## src/rtl/logic32_sched_if.sv

```systemverilog
// Bundles the two requester handshakes and the shared 16-bit logic-unit bus of logic32_sched.
// The scheduler uses the slave modport; the requesters and the logic unit sit on the master side.
interface logic32_sched_if;
    logic        req0;
    logic        req1;
    logic [1:0]  op0;
    logic [1:0]  op1;
    logic [31:0] a0;
    logic [31:0] b0;
    logic [31:0] a1;
    logic [31:0] b1;
    logic        ack0;
    logic        ack1;
    logic [15:0] dp_a;
    logic [15:0] dp_b;
    logic [1:0]  dp_op;
    logic [15:0] dp_f;
    logic        busy;
    logic        done;
    logic        done_id;
    logic [31:0] result;

    modport slave (
        input  req0, req1, op0, op1, a0, b0, a1, b1, dp_f,
        output ack0, ack1, dp_a, dp_b, dp_op, busy, done, done_id, result
    );

    modport master (
        output req0, req1, op0, op1, a0, b0, a1, b1, dp_f,
        input  ack0, ack1, dp_a, dp_b, dp_op, busy, done, done_id, result
    );
endinterface

```

## src/rtl/logic32_sched.sv

```systemverilog
// Two-requester scheduler that runs 32-bit bitwise ops through one shared 16-bit logic unit,
// low half then high half, with round-robin or fixed-priority arbitration.
module logic32_sched #(
    parameter bit RR_EN = 1'b1
) (
    input  logic           clk,
    input  logic           rst_n,
    logic32_sched_if.slave bus
);
    typedef enum logic [1:0] {
        IDLE = 2'd0,
        LO   = 2'd1,
        HI   = 2'd2,
        DONE = 2'd3
    } state_e;

    state_e      state_q, state_d;
    logic [31:0] a_q, a_d;
    logic [31:0] b_q, b_d;
    logic [1:0]  op_q, op_d;
    logic        id_q, id_d;
    logic        last_q, last_d;
    logic [15:0] stage_lo_q, stage_lo_d;
    logic [31:0] result_q, result_d;
    logic        done_id_q, done_id_d;
    logic        grant;
    logic        winner;

    // rst_n gates the grant so no ack escapes while reset holds the FSM in IDLE.
    always_comb begin
        winner = bus.req1;
        if (bus.req0 && bus.req1) begin
            winner = RR_EN ? ~last_q : 1'b0;
        end
        grant = (state_q == IDLE) && (bus.req0 || bus.req1) && rst_n;
    end

    // NOTE: every variable gets its default first, so no path through the case leaves one
    // unassigned and no latch is inferred.
    always_comb begin
        state_d    = state_q;
        a_d        = a_q;
        b_d        = b_q;
        op_d       = op_q;
        id_d       = id_q;
        last_d     = last_q;
        stage_lo_d = stage_lo_q;
        result_d   = result_q;
        done_id_d  = done_id_q;
        case (state_q)
            IDLE: begin
                if (grant) begin
                    state_d = LO;
                    a_d     = winner ? bus.a1 : bus.a0;
                    b_d     = winner ? bus.b1 : bus.b0;
                    op_d    = winner ? bus.op1 : bus.op0;
                    id_d    = winner;
                    last_d  = winner;
                end
            end
            LO: begin
                state_d    = HI;
                stage_lo_d = bus.dp_f;
            end
            HI: begin
                // The high half lands straight in the output register, which then holds
                // until the next operation reaches DONE.
                state_d   = DONE;
                result_d  = {bus.dp_f, stage_lo_q};
                done_id_d = id_q;
            end
            DONE: begin
                state_d = IDLE;
            end
            default: begin
                state_d = IDLE;
            end
        endcase
    end

    always_comb begin
        bus.dp_a  = '0;
        bus.dp_b  = '0;
        bus.dp_op = '0;
        if (state_q == LO) begin
            bus.dp_a  = a_q[15:0];
            bus.dp_b  = b_q[15:0];
            bus.dp_op = op_q;
        end else if (state_q == HI) begin
            bus.dp_a  = a_q[31:16];
            bus.dp_b  = b_q[31:16];
            bus.dp_op = op_q;
        end
    end

    assign bus.ack0    = grant && !winner;
    assign bus.ack1    = grant && winner;
    assign bus.busy    = (state_q != IDLE);
    assign bus.done    = (state_q == DONE);
    assign bus.done_id = done_id_q;
    assign bus.result  = result_q;

    // NOTE: state registers use non-blocking assignments so every flop samples the
    // pre-edge values of its peers.
    always_ff @(posedge clk or negedge rst_n) begin
        if (!rst_n) begin
            state_q    <= IDLE;
            a_q        <= '0;
            b_q        <= '0;
            op_q       <= '0;
            id_q       <= 1'b0;
            last_q     <= 1'b1;
            stage_lo_q <= '0;
            result_q   <= '0;
            done_id_q  <= 1'b0;
        end else begin
            state_q    <= state_d;
            a_q        <= a_d;
            b_q        <= b_d;
            op_q       <= op_d;
            id_q       <= id_d;
            last_q     <= last_d;
            stage_lo_q <= stage_lo_d;
            result_q   <= result_d;
            done_id_q  <= done_id_d;
        end
    end
endmodule
```

## src/flat_wrapper.sv

```systemverilog
// flat-port wrapper written by rule: the top's interface ports become plain ports
module logic32_sched_flat 
#(
    parameter bit RR_EN = 1'b1
)
  (clk, rst_n, bus_req0, bus_req1, bus_op0, bus_op1, bus_a0, bus_b0, bus_a1, bus_b1, bus_dp_f, bus_ack0, bus_ack1, bus_dp_a, bus_dp_b, bus_dp_op, bus_busy, bus_done, bus_done_id, bus_result);
  logic32_sched_if bus_i ();
  input  logic clk;
  input  logic rst_n;
  input wire logic [$bits(bus_i.req0)-1:0] bus_req0;
  input wire logic [$bits(bus_i.req1)-1:0] bus_req1;
  input wire logic [$bits(bus_i.op0)-1:0] bus_op0;
  input wire logic [$bits(bus_i.op1)-1:0] bus_op1;
  input wire logic [$bits(bus_i.a0)-1:0] bus_a0;
  input wire logic [$bits(bus_i.b0)-1:0] bus_b0;
  input wire logic [$bits(bus_i.a1)-1:0] bus_a1;
  input wire logic [$bits(bus_i.b1)-1:0] bus_b1;
  input wire logic [$bits(bus_i.dp_f)-1:0] bus_dp_f;
  output wire logic [$bits(bus_i.ack0)-1:0] bus_ack0;
  output wire logic [$bits(bus_i.ack1)-1:0] bus_ack1;
  output wire logic [$bits(bus_i.dp_a)-1:0] bus_dp_a;
  output wire logic [$bits(bus_i.dp_b)-1:0] bus_dp_b;
  output wire logic [$bits(bus_i.dp_op)-1:0] bus_dp_op;
  output wire logic [$bits(bus_i.busy)-1:0] bus_busy;
  output wire logic [$bits(bus_i.done)-1:0] bus_done;
  output wire logic [$bits(bus_i.done_id)-1:0] bus_done_id;
  output wire logic [$bits(bus_i.result)-1:0] bus_result;
  assign bus_i.req0 = bus_req0;
  assign bus_i.req1 = bus_req1;
  assign bus_i.op0 = bus_op0;
  assign bus_i.op1 = bus_op1;
  assign bus_i.a0 = bus_a0;
  assign bus_i.b0 = bus_b0;
  assign bus_i.a1 = bus_a1;
  assign bus_i.b1 = bus_b1;
  assign bus_i.dp_f = bus_dp_f;
  assign bus_ack0 = bus_i.ack0;
  assign bus_ack1 = bus_i.ack1;
  assign bus_dp_a = bus_i.dp_a;
  assign bus_dp_b = bus_i.dp_b;
  assign bus_dp_op = bus_i.dp_op;
  assign bus_busy = bus_i.busy;
  assign bus_done = bus_i.done;
  assign bus_done_id = bus_i.done_id;
  assign bus_result = bus_i.result;
  logic32_sched #(.RR_EN(RR_EN)) u_core (.clk(clk), .rst_n(rst_n), .bus(bus_i));
endmodule
```

## config.mk

```make
export PLATFORM = sky130hd
export DESIGN_NAME = logic32_sched_flat
export DESIGN_NICKNAME = d
export VERILOG_FILES = /design/src/rtl/logic32_sched_if.sv /design/src/rtl/logic32_sched.sv /design/src/flat_wrapper.sv
export SDC_FILE = /design/constraint.sdc
export NUM_CORES = 1
export LEC_CHECK = 0
export CAP_MARGIN = 20
export CORE_MARGIN = 2
export CORE_UTILIZATION = 43
export DETAILED_ROUTE_END_ITERATION = 10
export PLACE_DENSITY = 0.87
export SYNTH_ARGS = -nofsm -noshare
export SYNTH_HDL_FRONTEND = slang
export SYNTH_SLANG_ARGS = --single-unit
export TNS_END_PERCENT = 5
```

## constraint.sdc

```tcl
create_clock -name clk -period 2.3 [get_ports clk]
set_input_delay 0.69 -clock clk [delete_from_list [all_inputs] [get_ports clk]]
set_output_delay 0.69 -clock clk [all_outputs]
set_load 0.05 [all_outputs]
```

==> impl_metrics.toml <==
[global_route]
antenna_found_initial = 0
first_global_vias = 5030
grt_overflow = 0
grt.total_usage_pct = 25.42
grt_max_degree = 120
grt_pass1_wl_um = 26140

[synth]
syn-cell-area_sq_um = 5428
synth_enable_flop_cells = 0
yosys_warnings = 0
postSynthCellCount = 451
postSynthAreaPerCell_sq_um = 12.03
synth-adder-area-share_pct = 0.9221
synth_ff_type = "dfrtp_1"
synth.area.top_cells = "dfrtp_1 54%, a221o_1 12%, mux2_2 8.9%, and2_0 7.6%, nand2_1 4.2%"
yosys-mux-area-fraction_pct = 10.44
synth_top_area_share_pct = 54.40
synth-seq-area-share_pct = 54.89
compound_gate_fraction_of_synth_area_pct = 16.64
synthesized_nets = 607
post_synthesis_async_set_or_reset_flop_share_pct = 100.0
synth_simple_gate_area_share_pct = 12.29
post_synth_num_cell_types = 26
largest_family_of_logic_cells_by_synthesized_area = "compound AO/OA/AOI/OAI gates"
synth_seq_cells = 119
post_synth_xor_area_fraction_pct = 0
yosys.area.top_type = "dfrtp_1"

[pwr]
total_leakage_power_nw = 4.054
vdd_ir_drop_max_mv = 0.9534
power_density_nw_per_um2 = 1608
power_mw = 15.33

[cts]
clkSlewWorstSetupHoldPaths_ps = 60
cts_tree = "done"
clock_latency_ps = 410
clock_tree.htree_level_count = 4
cts_inserted_buffers = 17
cts_hold_buf = 0
clock-sinks = 119
cts-root-buf = "clkbuf_16"
buffer_depth_of_the_longest_clock_path = 2

[die]
die-height_um = 116.4
ioPinCount = 223
core_sq_um = 12470
die_w_um = 116.4
initial_utilization_pct = 43.54
die_area_sq_um = 13540
rows = 41

[flow_run]
drv.max_cap_violation_count = 0

[drt]
ant_nets = 0
drt_iter0_markers = 397
drc_errors = 0
vias = 4775
drt-total-wl_um = 18070
routed_wire_length_per_instance_um = 20.73
via_per_inst = 5.476
detail_route.first_pass.iterations = 5

[critical_path]
worst_case_reg_to_reg_path_depth = 7
end_kind = "output pin"
crit_path_max_fanout = 6
setup.reg_to_reg.worst_slack_ps = 190
cp_data_arrival_time_ps = 1790
cp_data_required_time_ps = 1610
capturing_point_of_the_worst_reg2reg_path = "u_core.b_q[3]"
setup.worst_path.class = "reg -> out"
reg2reg_from = "u_core.state_q[0]"
startpoint_type = "register"

[layout]
layout.core_utilization_pct = 76.51
final_net_count = 843
antenna-diode-count = 0
area_delta_synth_final_pct = 75.73
post-route-cell-area_sq_um = 9538
final_common_cell = "clkdlybuf4s50_1"
fraction_of_layout_cells_with_a_size_suffix_above_1_pct = 28.29
fillCellCount = 767
most_used_cells_in_the_layout_excluding_fill_and_tap_cells = "161 x clkdlybuf4s50_1, 117 x dfrtp_1, 66 x and2_0, 66 x a221o_1, 55 x nand2_1"

[sta]
report.final.setup_viol = 36
period_share_pct = 108.0
slew_headroom_pct = 49.55
max_freq_mhz = 402.7
max_slew.worst_pin.slew_ps = 756.8
report.final.slew_viol_count = 0
worst_slack_ps = -183.3
finalHoldWorstSlack_ps = 481.2
final.setup.tns_ps = -4575
skew_ps = 9.801
post-route-min-period_ps = 2483
hold_viol_final = 0
grt_setup_unrepaired = "yes"

[status]
violations_in_the_final_reports = "negative setup slack"
outcome = "finished with violations"

[placed_design]
placed_area_sq_um = 8330
globalplace.congestion = 0.8067
place_hpwl_um = 11490
place.port_buffers = 222

[worst_hold_path]
worstHoldPathType = "in -> async"
-- report_power, final --
part	switching, mW	leakage (nW)	internal, mW
Sequential	0.603	1.44	3.13
Combinational	4.72	2.32	4.15
Clock	0.978	0.294	1.74
Total	6.30	4.05	9.03
-- worst max path at each step --
stage                      startpoint             end  depth (start not counted)
floorplan           u_core.state_q[1]     bus_dp_a[0]                          5
global placement             bus_req0  u_core.a_q[23]                          5
detailed placement           bus_req0  u_core.a_q[19]                          5
CTS                 u_core.state_q[0]    bus_dp_b[11]                          5
global route        u_core.state_q[0]    bus_dp_b[15]                          6
finish              u_core.state_q[0]    bus_dp_b[15]                          6
-- cell families (layout without fill, tap and decap cells) --
| logic type | Yosys count | count (layout) |
|---|---|---|
| fa+ha+maj | 4 | 4 |
| simple gates | 131 | 131 |
| mux | 50 | 50 |
| flops | 119 | 119 |
| compound gates | 106 | 106 |
| buf+inv | 41 | 290 |
-- metrics by stage --
step                      std cells  setup WS (ps)
after detailed placement        825         -210.4
after global routing            872         -233.2
after CTS                       860         -194.0
after floorplan                 451         -186.3
final                           872         -183.3
after global placement          825         -124.2
-- synth_stat cells, types with 4 or more instances --
library cell / n
a221o_1: 66
and2_0: 66
buf_1: 5
buf_2: 11
buf_6: 12
clkbuf_1: 8
dfrtp_1: 118
ha_1: 4
inv_1: 4
mux2_1: 6
mux2_2: 43
nand2_1: 61
o21ai_1: 30
-- registers in the layout, indices dropped and copies added, names as in the netlist --
register	cells
u_core.b_q	32
u_core.id_q	1
u_core.a_q	32
u_core.last_q	1
u_core.state_q	2
u_core.stage_lo_q	16
u_core.op_q	2
u_core.bus.done_id	1
u_core.bus.result	32
-- worst max-delay path, stage by stage, from the launching register on --
cell and delay (ps):
dfrtp_1 400, buf_6 130, ha_4 170, buf_8 150, buf_12 130, a22o_4 250
buf_12 150
-- metal layers --
metal / track usage [%] / wire [um] / vias up
li1: - / - / 2108
met1: 29.35 / 6793 / 2421
met2: 43.18 / 9378 / 211
met3: 8.666 / 1387 / 35
met4: 10.87 / 516 / 0
met5: 0 / 0 / -
-- what timing repair did --
item                                    CTS  global route
gates cloned                              1             4
pin swaps                                 4            28
setup buffers                             2             8
endpoints found under the setup margin   95            55
gates resized for setup                  19            63
-- area by class of cell --
| type | count | area [sq um] | share of cell area (%) |
|---|---|---|---|
| Sequential cell | 119 | 2980 | 31.25 |
| Clock buffer | 19 | 442.9 | 4.644 |
| Timing Repair Buffer | 254 | 3095 | 32.45 |
| Multi-Input combinational cell | 291 | 2615 | 27.42 |
| Clock inverter | 13 | 171.4 | 1.797 |
| Inverter | 4 | 17.52 | 0.1837 |
| Tap cell | 172 | 215.2 | 2.256 |
Power figures use the tool's default switching activity.
